**src/rtl/alu_pkg.sv**
```systemverilog
// alu_pkg: shared ALU types, flag bit indices, write-back states and bus address width.
package alu_pkg;
    localparam int ADDR_W = 24;
    typedef enum logic [3:0] {ALU_ADD, ALU_SUB, ALU_AND, ALU_OR, ALU_XOR, ALU_SHL, ALU_SHR, ALU_MOV} AluOp;
    typedef enum logic [1:0] {ALU_FLAG_Z = 2'd0, ALU_FLAG_C = 2'd1, ALU_FLAG_V = 2'd2, ALU_FLAG_S = 2'd3} AluFlags;
    typedef enum logic [1:0] {IDLE, MEM_LO, MEM_HI, FINISH} WbState;
endpackage

```
**src/rtl/alu_result_writer_if.sv**
```systemverilog
// alu_result_writer_if: ALU result handshake, regfile write port, byte bus and status of the write-back stage.
interface alu_result_writer_if;
    import alu_pkg::*;
    logic              in_valid;
    logic              in_ready;
    logic [15:0]       in_result;
    logic [3:0]        in_flags;
    logic [3:0]        in_flag_mask;
    logic              in_size;
    logic              in_to_mem;
    logic [2:0]        in_reg_sel;
    logic [ADDR_W-1:0] in_addr;
    logic              reg_we;
    logic [2:0]        reg_sel;
    logic [15:0]       reg_wdata;
    logic              reg_wsize;
    logic              bus_req;
    logic [ADDR_W-1:0] bus_addr;
    logic [7:0]        bus_wdata;
    logic              bus_ack;
    logic [3:0]        sc_flags;
    logic              done;
    logic              bus_err;
    modport master (
        output in_valid, in_result, in_flags, in_flag_mask, in_size, in_to_mem, in_reg_sel, in_addr, bus_ack,
        input  in_ready, reg_we, reg_sel, reg_wdata, reg_wsize, bus_req, bus_addr, bus_wdata, sc_flags, done, bus_err
    );
    modport slave (
        input  in_valid, in_result, in_flags, in_flag_mask, in_size, in_to_mem, in_reg_sel, in_addr, bus_ack,
        output in_ready, reg_we, reg_sel, reg_wdata, reg_wsize, bus_req, bus_addr, bus_wdata, sc_flags, done, bus_err
    );
endinterface

```
**src/rtl/alu_result_writer.sv**
```systemverilog
// alu_result_writer: commits ALU results to the regfile or to memory as 1-2 bus bytes and updates SC flags.
// Define ALU_WB_TIMEOUT_EN to add a per-byte bus_ack timeout that sets sticky bus_err.
module alu_result_writer
    import alu_pkg::*;
#(
    parameter int TIMEOUT_CYCLES = 16
) (
    input logic clk,
    input logic reset,
    alu_result_writer_if.slave wb
);
    WbState     state;
    logic       size_q;
    logic [7:0] r_hi;
`ifdef ALU_WB_TIMEOUT_EN
    localparam int CW = $clog2(TIMEOUT_CYCLES + 1);
    logic [CW-1:0] cnt;
`endif
    always_ff @(posedge clk or posedge reset) begin
        if (reset) begin
            state        <= IDLE;
            size_q       <= 1'b0;
            r_hi         <= 8'h00;
            wb.in_ready  <= 1'b1;
            wb.reg_we    <= 1'b0;
            wb.reg_sel   <= 3'd0;
            wb.reg_wdata <= 16'h0000;
            wb.reg_wsize <= 1'b0;
            wb.bus_req   <= 1'b0;
            wb.bus_addr  <= '0;
            wb.bus_wdata <= 8'h00;
            wb.sc_flags  <= 4'h0;
            wb.done      <= 1'b0;
            wb.bus_err   <= 1'b0;
`ifdef ALU_WB_TIMEOUT_EN
            cnt          <= '0;
`endif
        end else begin
            wb.reg_we <= 1'b0;
            wb.done   <= 1'b0;
            case (state)
                IDLE: begin
`ifdef ALU_WB_TIMEOUT_EN
                    cnt <= '0;
`endif
                    if (wb.in_valid && wb.in_ready) begin
                        wb.sc_flags <= (wb.sc_flags & ~wb.in_flag_mask) | (wb.in_flags & wb.in_flag_mask);
                        wb.in_ready <= 1'b0;
                        size_q      <= wb.in_size;
                        r_hi        <= wb.in_result[15:8];
                        if (wb.in_to_mem) begin
                            state        <= MEM_LO;
                            wb.bus_req   <= 1'b1;
                            wb.bus_addr  <= wb.in_addr;
                            wb.bus_wdata <= wb.in_result[7:0];
                        end else begin
                            state        <= FINISH;
                            wb.reg_we    <= 1'b1;
                            wb.reg_sel   <= wb.in_reg_sel;
                            wb.reg_wdata <= wb.in_size ? wb.in_result : {8'h00, wb.in_result[7:0]};
                            wb.reg_wsize <= wb.in_size;
                        end
                    end
                end
                MEM_LO, MEM_HI: begin
                    if (wb.bus_ack) begin
`ifdef ALU_WB_TIMEOUT_EN
                        cnt <= '0;
`endif
                        // High byte follows immediately; bus_req stays asserted across the hand-over
                        if (state == MEM_LO && size_q) begin
                            state        <= MEM_HI;
                            wb.bus_addr  <= wb.bus_addr + 1'b1;
                            wb.bus_wdata <= r_hi;
                        end else begin
                            state      <= FINISH;
                            wb.bus_req <= 1'b0;
                        end
                    end
`ifdef ALU_WB_TIMEOUT_EN
                    else if (cnt == CW'(TIMEOUT_CYCLES - 1)) begin
                        state      <= FINISH;
                        wb.bus_req <= 1'b0;
                        wb.bus_err <= 1'b1;
                    end else begin
                        cnt <= cnt + 1'b1;
                    end
`endif
                end
                FINISH: begin
                    state       <= IDLE;
                    wb.done     <= 1'b1;
                    wb.in_ready <= 1'b1;
                end
                default: state <= IDLE;
            endcase
        end
    end
endmodule
```
**src/flat_wrapper.sv**
```systemverilog
// flat-port wrapper written by rule: the top's interface ports become plain ports
module alu_result_writer_flat import alu_pkg::*;
#(
    parameter int TIMEOUT_CYCLES = 16
)
  (clk, reset, wb_in_valid, wb_in_result, wb_in_flags, wb_in_flag_mask, wb_in_size, wb_in_to_mem, wb_in_reg_sel, wb_in_addr, wb_bus_ack, wb_in_ready, wb_reg_we, wb_reg_sel, wb_reg_wdata, wb_reg_wsize, wb_bus_req, wb_bus_addr, wb_bus_wdata, wb_sc_flags, wb_done, wb_bus_err);
  alu_result_writer_if wb_i ();
  input logic clk;
  input logic reset;
  input wire logic [$bits(wb_i.in_valid)-1:0] wb_in_valid;
  input wire logic [$bits(wb_i.in_result)-1:0] wb_in_result;
  input wire logic [$bits(wb_i.in_flags)-1:0] wb_in_flags;
  input wire logic [$bits(wb_i.in_flag_mask)-1:0] wb_in_flag_mask;
  input wire logic [$bits(wb_i.in_size)-1:0] wb_in_size;
  input wire logic [$bits(wb_i.in_to_mem)-1:0] wb_in_to_mem;
  input wire logic [$bits(wb_i.in_reg_sel)-1:0] wb_in_reg_sel;
  input wire logic [$bits(wb_i.in_addr)-1:0] wb_in_addr;
  input wire logic [$bits(wb_i.bus_ack)-1:0] wb_bus_ack;
  output wire logic [$bits(wb_i.in_ready)-1:0] wb_in_ready;
  output wire logic [$bits(wb_i.reg_we)-1:0] wb_reg_we;
  output wire logic [$bits(wb_i.reg_sel)-1:0] wb_reg_sel;
  output wire logic [$bits(wb_i.reg_wdata)-1:0] wb_reg_wdata;
  output wire logic [$bits(wb_i.reg_wsize)-1:0] wb_reg_wsize;
  output wire logic [$bits(wb_i.bus_req)-1:0] wb_bus_req;
  output wire logic [$bits(wb_i.bus_addr)-1:0] wb_bus_addr;
  output wire logic [$bits(wb_i.bus_wdata)-1:0] wb_bus_wdata;
  output wire logic [$bits(wb_i.sc_flags)-1:0] wb_sc_flags;
  output wire logic [$bits(wb_i.done)-1:0] wb_done;
  output wire logic [$bits(wb_i.bus_err)-1:0] wb_bus_err;
  assign wb_i.in_valid = wb_in_valid;
  assign wb_i.in_result = wb_in_result;
  assign wb_i.in_flags = wb_in_flags;
  assign wb_i.in_flag_mask = wb_in_flag_mask;
  assign wb_i.in_size = wb_in_size;
  assign wb_i.in_to_mem = wb_in_to_mem;
  assign wb_i.in_reg_sel = wb_in_reg_sel;
  assign wb_i.in_addr = wb_in_addr;
  assign wb_i.bus_ack = wb_bus_ack;
  assign wb_in_ready = wb_i.in_ready;
  assign wb_reg_we = wb_i.reg_we;
  assign wb_reg_sel = wb_i.reg_sel;
  assign wb_reg_wdata = wb_i.reg_wdata;
  assign wb_reg_wsize = wb_i.reg_wsize;
  assign wb_bus_req = wb_i.bus_req;
  assign wb_bus_addr = wb_i.bus_addr;
  assign wb_bus_wdata = wb_i.bus_wdata;
  assign wb_sc_flags = wb_i.sc_flags;
  assign wb_done = wb_i.done;
  assign wb_bus_err = wb_i.bus_err;
  alu_result_writer #(.TIMEOUT_CYCLES(TIMEOUT_CYCLES)) u_core (.clk(clk), .reset(reset), .wb(wb_i));
endmodule
```
**config.mk**
```make
export PLATFORM = sky130hd
export DESIGN_NAME = alu_result_writer_flat
export DESIGN_NICKNAME = d
export VERILOG_FILES = /design/src/rtl/alu_pkg.sv /design/src/rtl/alu_result_writer_if.sv /design/src/rtl/alu_result_writer.sv /design/src/flat_wrapper.sv
export SDC_FILE = /design/constraint.sdc
export NUM_CORES = 1
export LEC_CHECK = 0
export ABC_CLOCK_PERIOD_IN_PS = 2820
export CORE_MARGIN = 1
export CORE_UTILIZATION = 45
export CTS_BUF_LIST = sky130_fd_sc_hd__clkbuf_4 sky130_fd_sc_hd__clkbuf_8
export CTS_CLUSTER_DIAMETER = 150
export CTS_CLUSTER_SIZE = 8
export DETAILED_ROUTE_END_ITERATION = 16
export PLACE_DENSITY_LB_ADDON = 0.12
export SETUP_SLACK_MARGIN = 0.4
export SLEW_MARGIN = 30
export SYNTH_ARGS = -nofsm -noshare
export SYNTH_HDL_FRONTEND = slang
export SYNTH_SLANG_ARGS = --single-unit
```
**constraint.sdc**
```tcl
create_clock -name clk -period 2.82 [get_ports clk]
set_input_delay 0.846 -clock clk [delete_from_list [all_inputs] [get_ports clk]]
set_output_delay 0.846 -clock clk [all_outputs]
set_load 0.05 [all_outputs]
```
# == After elaboration in Yosys (flattened, before gate mapping) ==
# Cells that the tools add are included.
# word_totals
word_cells,66
output_inout_bits,61
input_bits,57
mem_count,0
latchBits,0
reg_bits,71
ram_bits,0
rom_bits,0
# op_classes
mul,0
shifts,0
n_bitwise,5
n_eq_ne,8
magnitude_cmp,0
n_div,0
add_sub_neg,1
n_reduce_logical,12
mux,27
# op_table
op,count
$mux 24,4
$pmux 24 s2,1
$mux 8,4
$add 24x1->24 const B,1
$mux 16,1
$pmux 8 s2,1
$mux 1,10
$reduce_and 5->1,2
$and 4x4->4,2
$mux 2,3
$ne 2x2->1 const B,3
$pmux 2 s3,1
$reduce_and 2->1,3
$eq 2x2->1 const B,2
$ne 2x1->1 const B,2
$not 4->4,1
$or 4x4->4,1
$pmux 1 s2,2
$reduce_bool 2->1,2
$reduce_and 3->1,1
$eq 2x1->1 const B,1
$logic_and 1x1->1,2
$logic_not 2->1,1
$reduce_or 2->1,1
$not 1->1,1

# == Depth between registers and ports, before layout ==
# depth
ltp_word,5
depth_mapped,9
depth_no_buf,7

# == Worst setup path after synthesis ==
# OpenSTA, ideal clock, no wires.
# synth_timing
path_kind,in2reg
start,in wb_in_valid
end,reg u_core.wb.bus_addr[13]
arrival_ns,2.128
setup_time_ns,0.126
slack_ns,0.566
n_path_buf,1
cell_stages,5
cell_sequence,buf_2 nand4_2 a22o_2 or4_1 o311a_1
# synth_between
elab_chain_cells,3
# synth_lines
item,line,text
"start, declared",flat_wrapper.sv:10,input wire logic [$bits(wb_i.in_valid)-1:0] wb_in_valid;
$logic_and 1x1->1,alu_result_writer.sv:46,if (wb.in_valid && wb.in_ready) begin
$ne 2x1->1 (no line),--,
$reduce_and 5->1 (no line),--,
"end signal, assigned",alu_result_writer.sv:54,wb.bus_addr <= wb.in_addr;
"end signal, assigned",alu_result_writer.sv:73,wb.bus_addr <= wb.bus_addr + 1'b1;
"end, declared",alu_result_writer_if.sv:30,"output in_ready, reg_we, reg_sel, reg_wdata, reg_wsize, bus_req, bus_addr, bus_wdata, sc_flags, done, bus_err"
# No other way between the ends.
# A chain may end at the register's enable or synchronous reset.

# == Worst setup path in the final report ==
# layout_timing
start,reg u_core.wb.reg_wdata[8]
end,out wb_reg_wdata[8]
# layout_lines
item,line,text
"start, declared",alu_result_writer_if.sv:30,
"start signal, assigned",alu_result_writer.sv:60,"wb.reg_wdata <= wb.in_size ? wb.in_result : {8'h00, wb.in_result[7:0]};"
"end, declared",flat_wrapper.sv:22,output wire logic [$bits(wb_i.reg_wdata)-1:0] wb_reg_wdata;
# No word-level cell between the ends.

==> Flow_metrics.wiki <==
{| class="wikitable"
! Metric !! Value
|-
| DP Worst Slack || around 0.19 ns
|-
| Synth warnings || 1
|-
| Total nets after synthesis || between 400 and 500
|-
| Synth Area in Compound Gates || 14.2%
|-
| Post-Synth XOR/XNOR Area || 0%
|-
| Dominant combinational cell family by area after synthesis || simple AND/OR/NAND/NOR gates
|-
| Area enclosed by the die boundary || 8650 µm²
|-
| Count of clock tree sinks || around 70
|-
| Slew of the pin with the lowest slew margin || roughly 0.55 ns
|-
| Initial drt markers || about 160
|-
| Switching share of power || 50.9%
|-
| Vias post-DR || 3545
|-
| Layout overhead on the synthesized area || 39.9%
|-
| Area used by sequential logic in the layout || 1780 µm²
|-
| Number of global-route vias before repair || 3480
|-
| Clock Root Buffer || sky130_fd_sc_hd__clkbuf_8
|-
| Library cell with the highest instance count after synthesis || sky130_fd_sc_hd__nand2_1
|-
| Instance area at placement || 4990 µm²
|-
| Netlist Area Pre-Place || 3730 µm²
|-
| Worst relative slew slack || 63.4%
|-
| Count of endpoints failing setup in the final report || 0
|-
| Kind of cell adding the most delay to the critical path || buffers and inverters
|-
| Reported leakage power || 0.00238 µW
|-
| CP bufs+invs || 1
|-
| Worst Setup Slack, final || 0.441 ns
|-
| Fraction of final layout cells sized beyond drive strength 1 || about 8.7%
|-
| Overflow after GRT || 0
|-
| GRT Total Usage || 25.3%
|-
| Number of enable flip-flop cells after synthesis || 0
|-
| Portion of total power attributed to the clock network || 12.8%
|-
| Largest net degree at the start of global routing || 45
|-
| Kind of path behind the tightest hold check || reg -> reg
|-
| Cell area after layout || 5210 µm²
|-
| Worst clock skew || 0.0116 ns
|-
| Area occupied by multi-input gates || 1770 µm²
|-
| Number of placed I/O pins || approximately 120
|-
| DRT antenna net count || 0
|-
| Clock insertion delay at the later pin of the skew report || roughly 0.35 ns
|-
| Vertical die dimension || 93.0 µm
|-
| Total number of H-tree levels || 3
|-
| Clock tree from TritonCTS || yes
|-
| Post-synthesis simple-gate area fraction || a little over a quarter
|-
| Cell at the slowest stage of the critical path || sky130_fd_sc_hd__clkdlybuf4s50_1
|-
| Per-cell routed wire length || roughly 16 µm
|-
| Worst Reg2Reg Path Length in Cells || 6
|-
| Antenna diodes || 0
|-
| Port bufs || 116
|-
| Core region area || 7850 µm²
|-
| Asr flop ratio synth || between 90% and 100%
|-
| CTS Buf Count || 9
|-
| Average vias per placed instance || 5.51
|-
| Status || complete, no violations
|-
| F_max || between 400 and 500 MHz
|-
| Commonest cells in the netlist || sky130_fd_sc_hd__nand2_1 (118), sky130_fd_sc_hd__dfrtp_1 (70), sky130_fd_sc_hd__nand3_1 (27), sky130_fd_sc_hd__a21oi_1 (22)
|-
| Capture point of the worst path || wb_reg_wdata[8]
|-
| Top cells by area in the synthesized netlist || sky130_fd_sc_hd__dfrtp_1 (47%), sky130_fd_sc_hd__nand2_1 (12%), sky130_fd_sc_hd__nand3_1 (3.6%), sky130_fd_sc_hd__a21oi_1 (3.0%), sky130_fd_sc_hd__mux2i_1 (3.0%)
|-
| DRC viols || 0
|-
| R2R Path Start || u_core.state[0]
|-
| Final Cycle Share || ~84%
|-
| Startpoint kind of the worst setup timing path || flip-flop
|-
| Worst setup slack for register-to-register paths || 0.50 ns
|-
| Post-CTS clock slew at the launch and capture registers of the worst setup and hold paths || 0.08 ns
|-
| Post-layout min period || 2.38 ns
|-
| Mux share of post-synthesis cell area || between 4 and 5%
|-
| Peak supply drop || about 0.59 mV
|-
| Initial antenna violation count || 0
|-
| Worst path depth || 1
|-
| Slowest stage delay, CP || 0.83 ns
|-
| Setup CP Type || reg -> out
|-
| Setup repair after global routing missed its margin || true
|-
| Cell row count || 32
|-
| Data arrival time of the critical path || 1.53 ns
|-
| CP required || 1.97 ns
|-
| Max-cap violation count || 0
|-
| Fraction of post-synthesis cell area in the top cell type by area || between 40% and 50%
|-
| Most instantiated flip-flop cell in the synthesis netlist || sky130_fd_sc_hd__dfrtp_1
|-
| Synth cell types || 64
|-
| Total internal power || around 3500 µW
|-
| Placed wire-length estimate after detailed placement || 7310 µm
|-
| List of cells traversed by the critical path || clkdlybuf4s50_1
|-
| Register area share after synthesis || 47.7%
|-
| Worst Path Max Fanout || 2
|-
| Synthesized instance count || 422
|-
| Net Switching || 3680 µW
|-
| Chip width || 93.0 µm
|-
| Number of search-and-repair iterations in the first detailed-routing pass || 4
|-
| Setup_tns || 0 ns
|-
| Maximum clock insertion buffer count || 2
|-
| Register share of total power || 26.5%
|-
| Capturing element type of the critical path || output port
|-
| Number of flip-flops and latches in the synthesized netlist || 71
|-
| Terminus of the critical flop-to-flop path || u_core.wb.bus_addr[13]
|-
| Routability Congestion || 0.874
|-
| Final wirelength || 10300 µm
|-
| Max-slew violation count || 0
|-
| Fin nets || 597
|-
| Final Hold Vio Count || 0
|-
| Global-route wire length before repair || 17200 µm
|-
| Timing startpoint of the critical path || u_core.wb.reg_wdata[8]
|-
| # fillers || 696
|-
| Relative contribution of combinational cells to total power || 60.8%
|-
| Synthesized-area fraction occupied by adder cells || 1.34%
|-
| Top cell type by total area after synthesis || sky130_fd_sc_hd__dfrtp_1
|-
| Power density of the placed cells || 1390 nW/µm²
|-
| Initial Util || 47.5%
|-
| Number of setup buffers added after CTS || 0
|-
| Syn Area/Cell || 8.83 µm²
|}
[power by group through the flow]
stage	sequential (µW)	combinational, µW	clock, µW
after detailed placement	1930	4460	0
after global routing	1990	4720	992
after floorplan	3130	1900	0
final	1910	4390	923
after global placement	1900	4380	0
after CTS	1910	4380	945
[layer usage]
| layer | wire [µm] | GRT usage (%) | vias to the layer above |
|---|---|---|---|
| met2 | 4980 | 41.9 | 141 |
| li1 | - | - | 1720 |
| met5 | 0 | 0 | - |
| met4 | 150 | 8.21 | 0 |
| met1 | 4420 | 32.9 | 1667 |
| met3 | 712 | 5.61 | 17 |
[cells by family after synthesis]
kind of cell    count (synthesis)
mux                            15
other cells                     1
buf+inv                        37
flops                          71
simple gates                  215
compound gates                 79
fa+ha+maj                       4
[cells in the final DEF, fill, tap and decap left out, types with 6 or more instances in the layout]
cell type,instances
sky130_fd_sc_hd__nor2_1,17
sky130_fd_sc_hd__clkbuf_8,9
sky130_fd_sc_hd__dlymetal6s2s_1,6
sky130_fd_sc_hd__dfrtp_1,70
sky130_fd_sc_hd__nor3_1,9
sky130_fd_sc_hd__nand3_1,27
sky130_fd_sc_hd__o22ai_1,7
sky130_fd_sc_hd__o21ai_0,17
sky130_fd_sc_hd__clkdlybuf4s50_1,88
sky130_fd_sc_hd__dlygate4sd2_1,22
sky130_fd_sc_hd__inv_1,8
sky130_fd_sc_hd__mux2i_1,11
sky130_fd_sc_hd__nand2_1,118
sky130_fd_sc_hd__nand4_1,6
sky130_fd_sc_hd__a21oi_1,22
sky130_fd_sc_hd__buf_4,14
[how the worst min path moves through the flow]
stage / start / end / slack (ns) / depth (start not counted)
floorplan: u_core.r_hi[0] / u_core.r_hi[0] / 0.45 / 2
global placement: u_core.wb.reg_wdata[14] / u_core.wb.reg_wdata[14] / 0.45 / 2
detailed placement: u_core.wb.reg_wdata[13] / u_core.wb.reg_wdata[13] / 0.46 / 2
CTS: u_core.wb.reg_wdata[12] / u_core.wb.reg_wdata[12] / 0.47 / 2
global route: u_core.wb.reg_wdata[9] / u_core.wb.reg_wdata[9] / 0.50 / 2
finish: u_core.wb.reg_wdata[12] / u_core.wb.reg_wdata[12] / 0.47 / 2
[metrics by stage]
| stage | util, % | cells | hold slack (ns) | total power [µW] |
|---|---|---|---|---|
| after detailed placement | 63.6 | 627 | 0.456 | 6390 |
| after global routing | 66.4 | 643 | 0.504 | 7700 |
| after CTS | 66.1 | 643 | 0.474 | 7240 |
| final | 66.4 | 643 | 0.471 | 7230 |
| after global placement | 63.6 | 627 | 0.450 | 6280 |
| after floorplan | - | 422 | 0.445 | 5040 |
[flip-flops by register name, summed over array words and instances, names as in the netlist, named ones only]
| register | cells |
|---|---|
| u_core.size_q | 1 |
| u_core.state | 2 |
| u_core.wb.bus_wdata | 8 |
| u_core.wb.reg_we | 1 |
| u_core.r_hi | 8 |
| u_core.wb.reg_wdata | 16 |
| u_core.wb.done | 1 |
| u_core.wb.reg_sel | 3 |
| u_core.wb.in_ready | 1 |
| u_core.wb.bus_req | 1 |
| u_core.wb.reg_wsize | 1 |
| u_core.wb.bus_addr | 24 |
[timing repair]
action	in CTS	in global routing
resized for setup	22	7
pin swaps	0	0
hold buffers	0	0
endpoints found under the setup margin	22	18
[cell type report]
| class | instances | share of cell area (%) |
|---|---|---|
| flip-flops and latches | 71 | 34.1 |
| multi-input cells | 314 | 34.0 |
| repair buffers | 131 | 24.4 |
| clock buffers | 10 | 2.52 |
| well taps | 102 | 2.45 |
| clock inverters | 6 | 1.78 |
| inverters | 9 | 0.720 |
No activity file was read; power rests on OpenSTA's default activity.
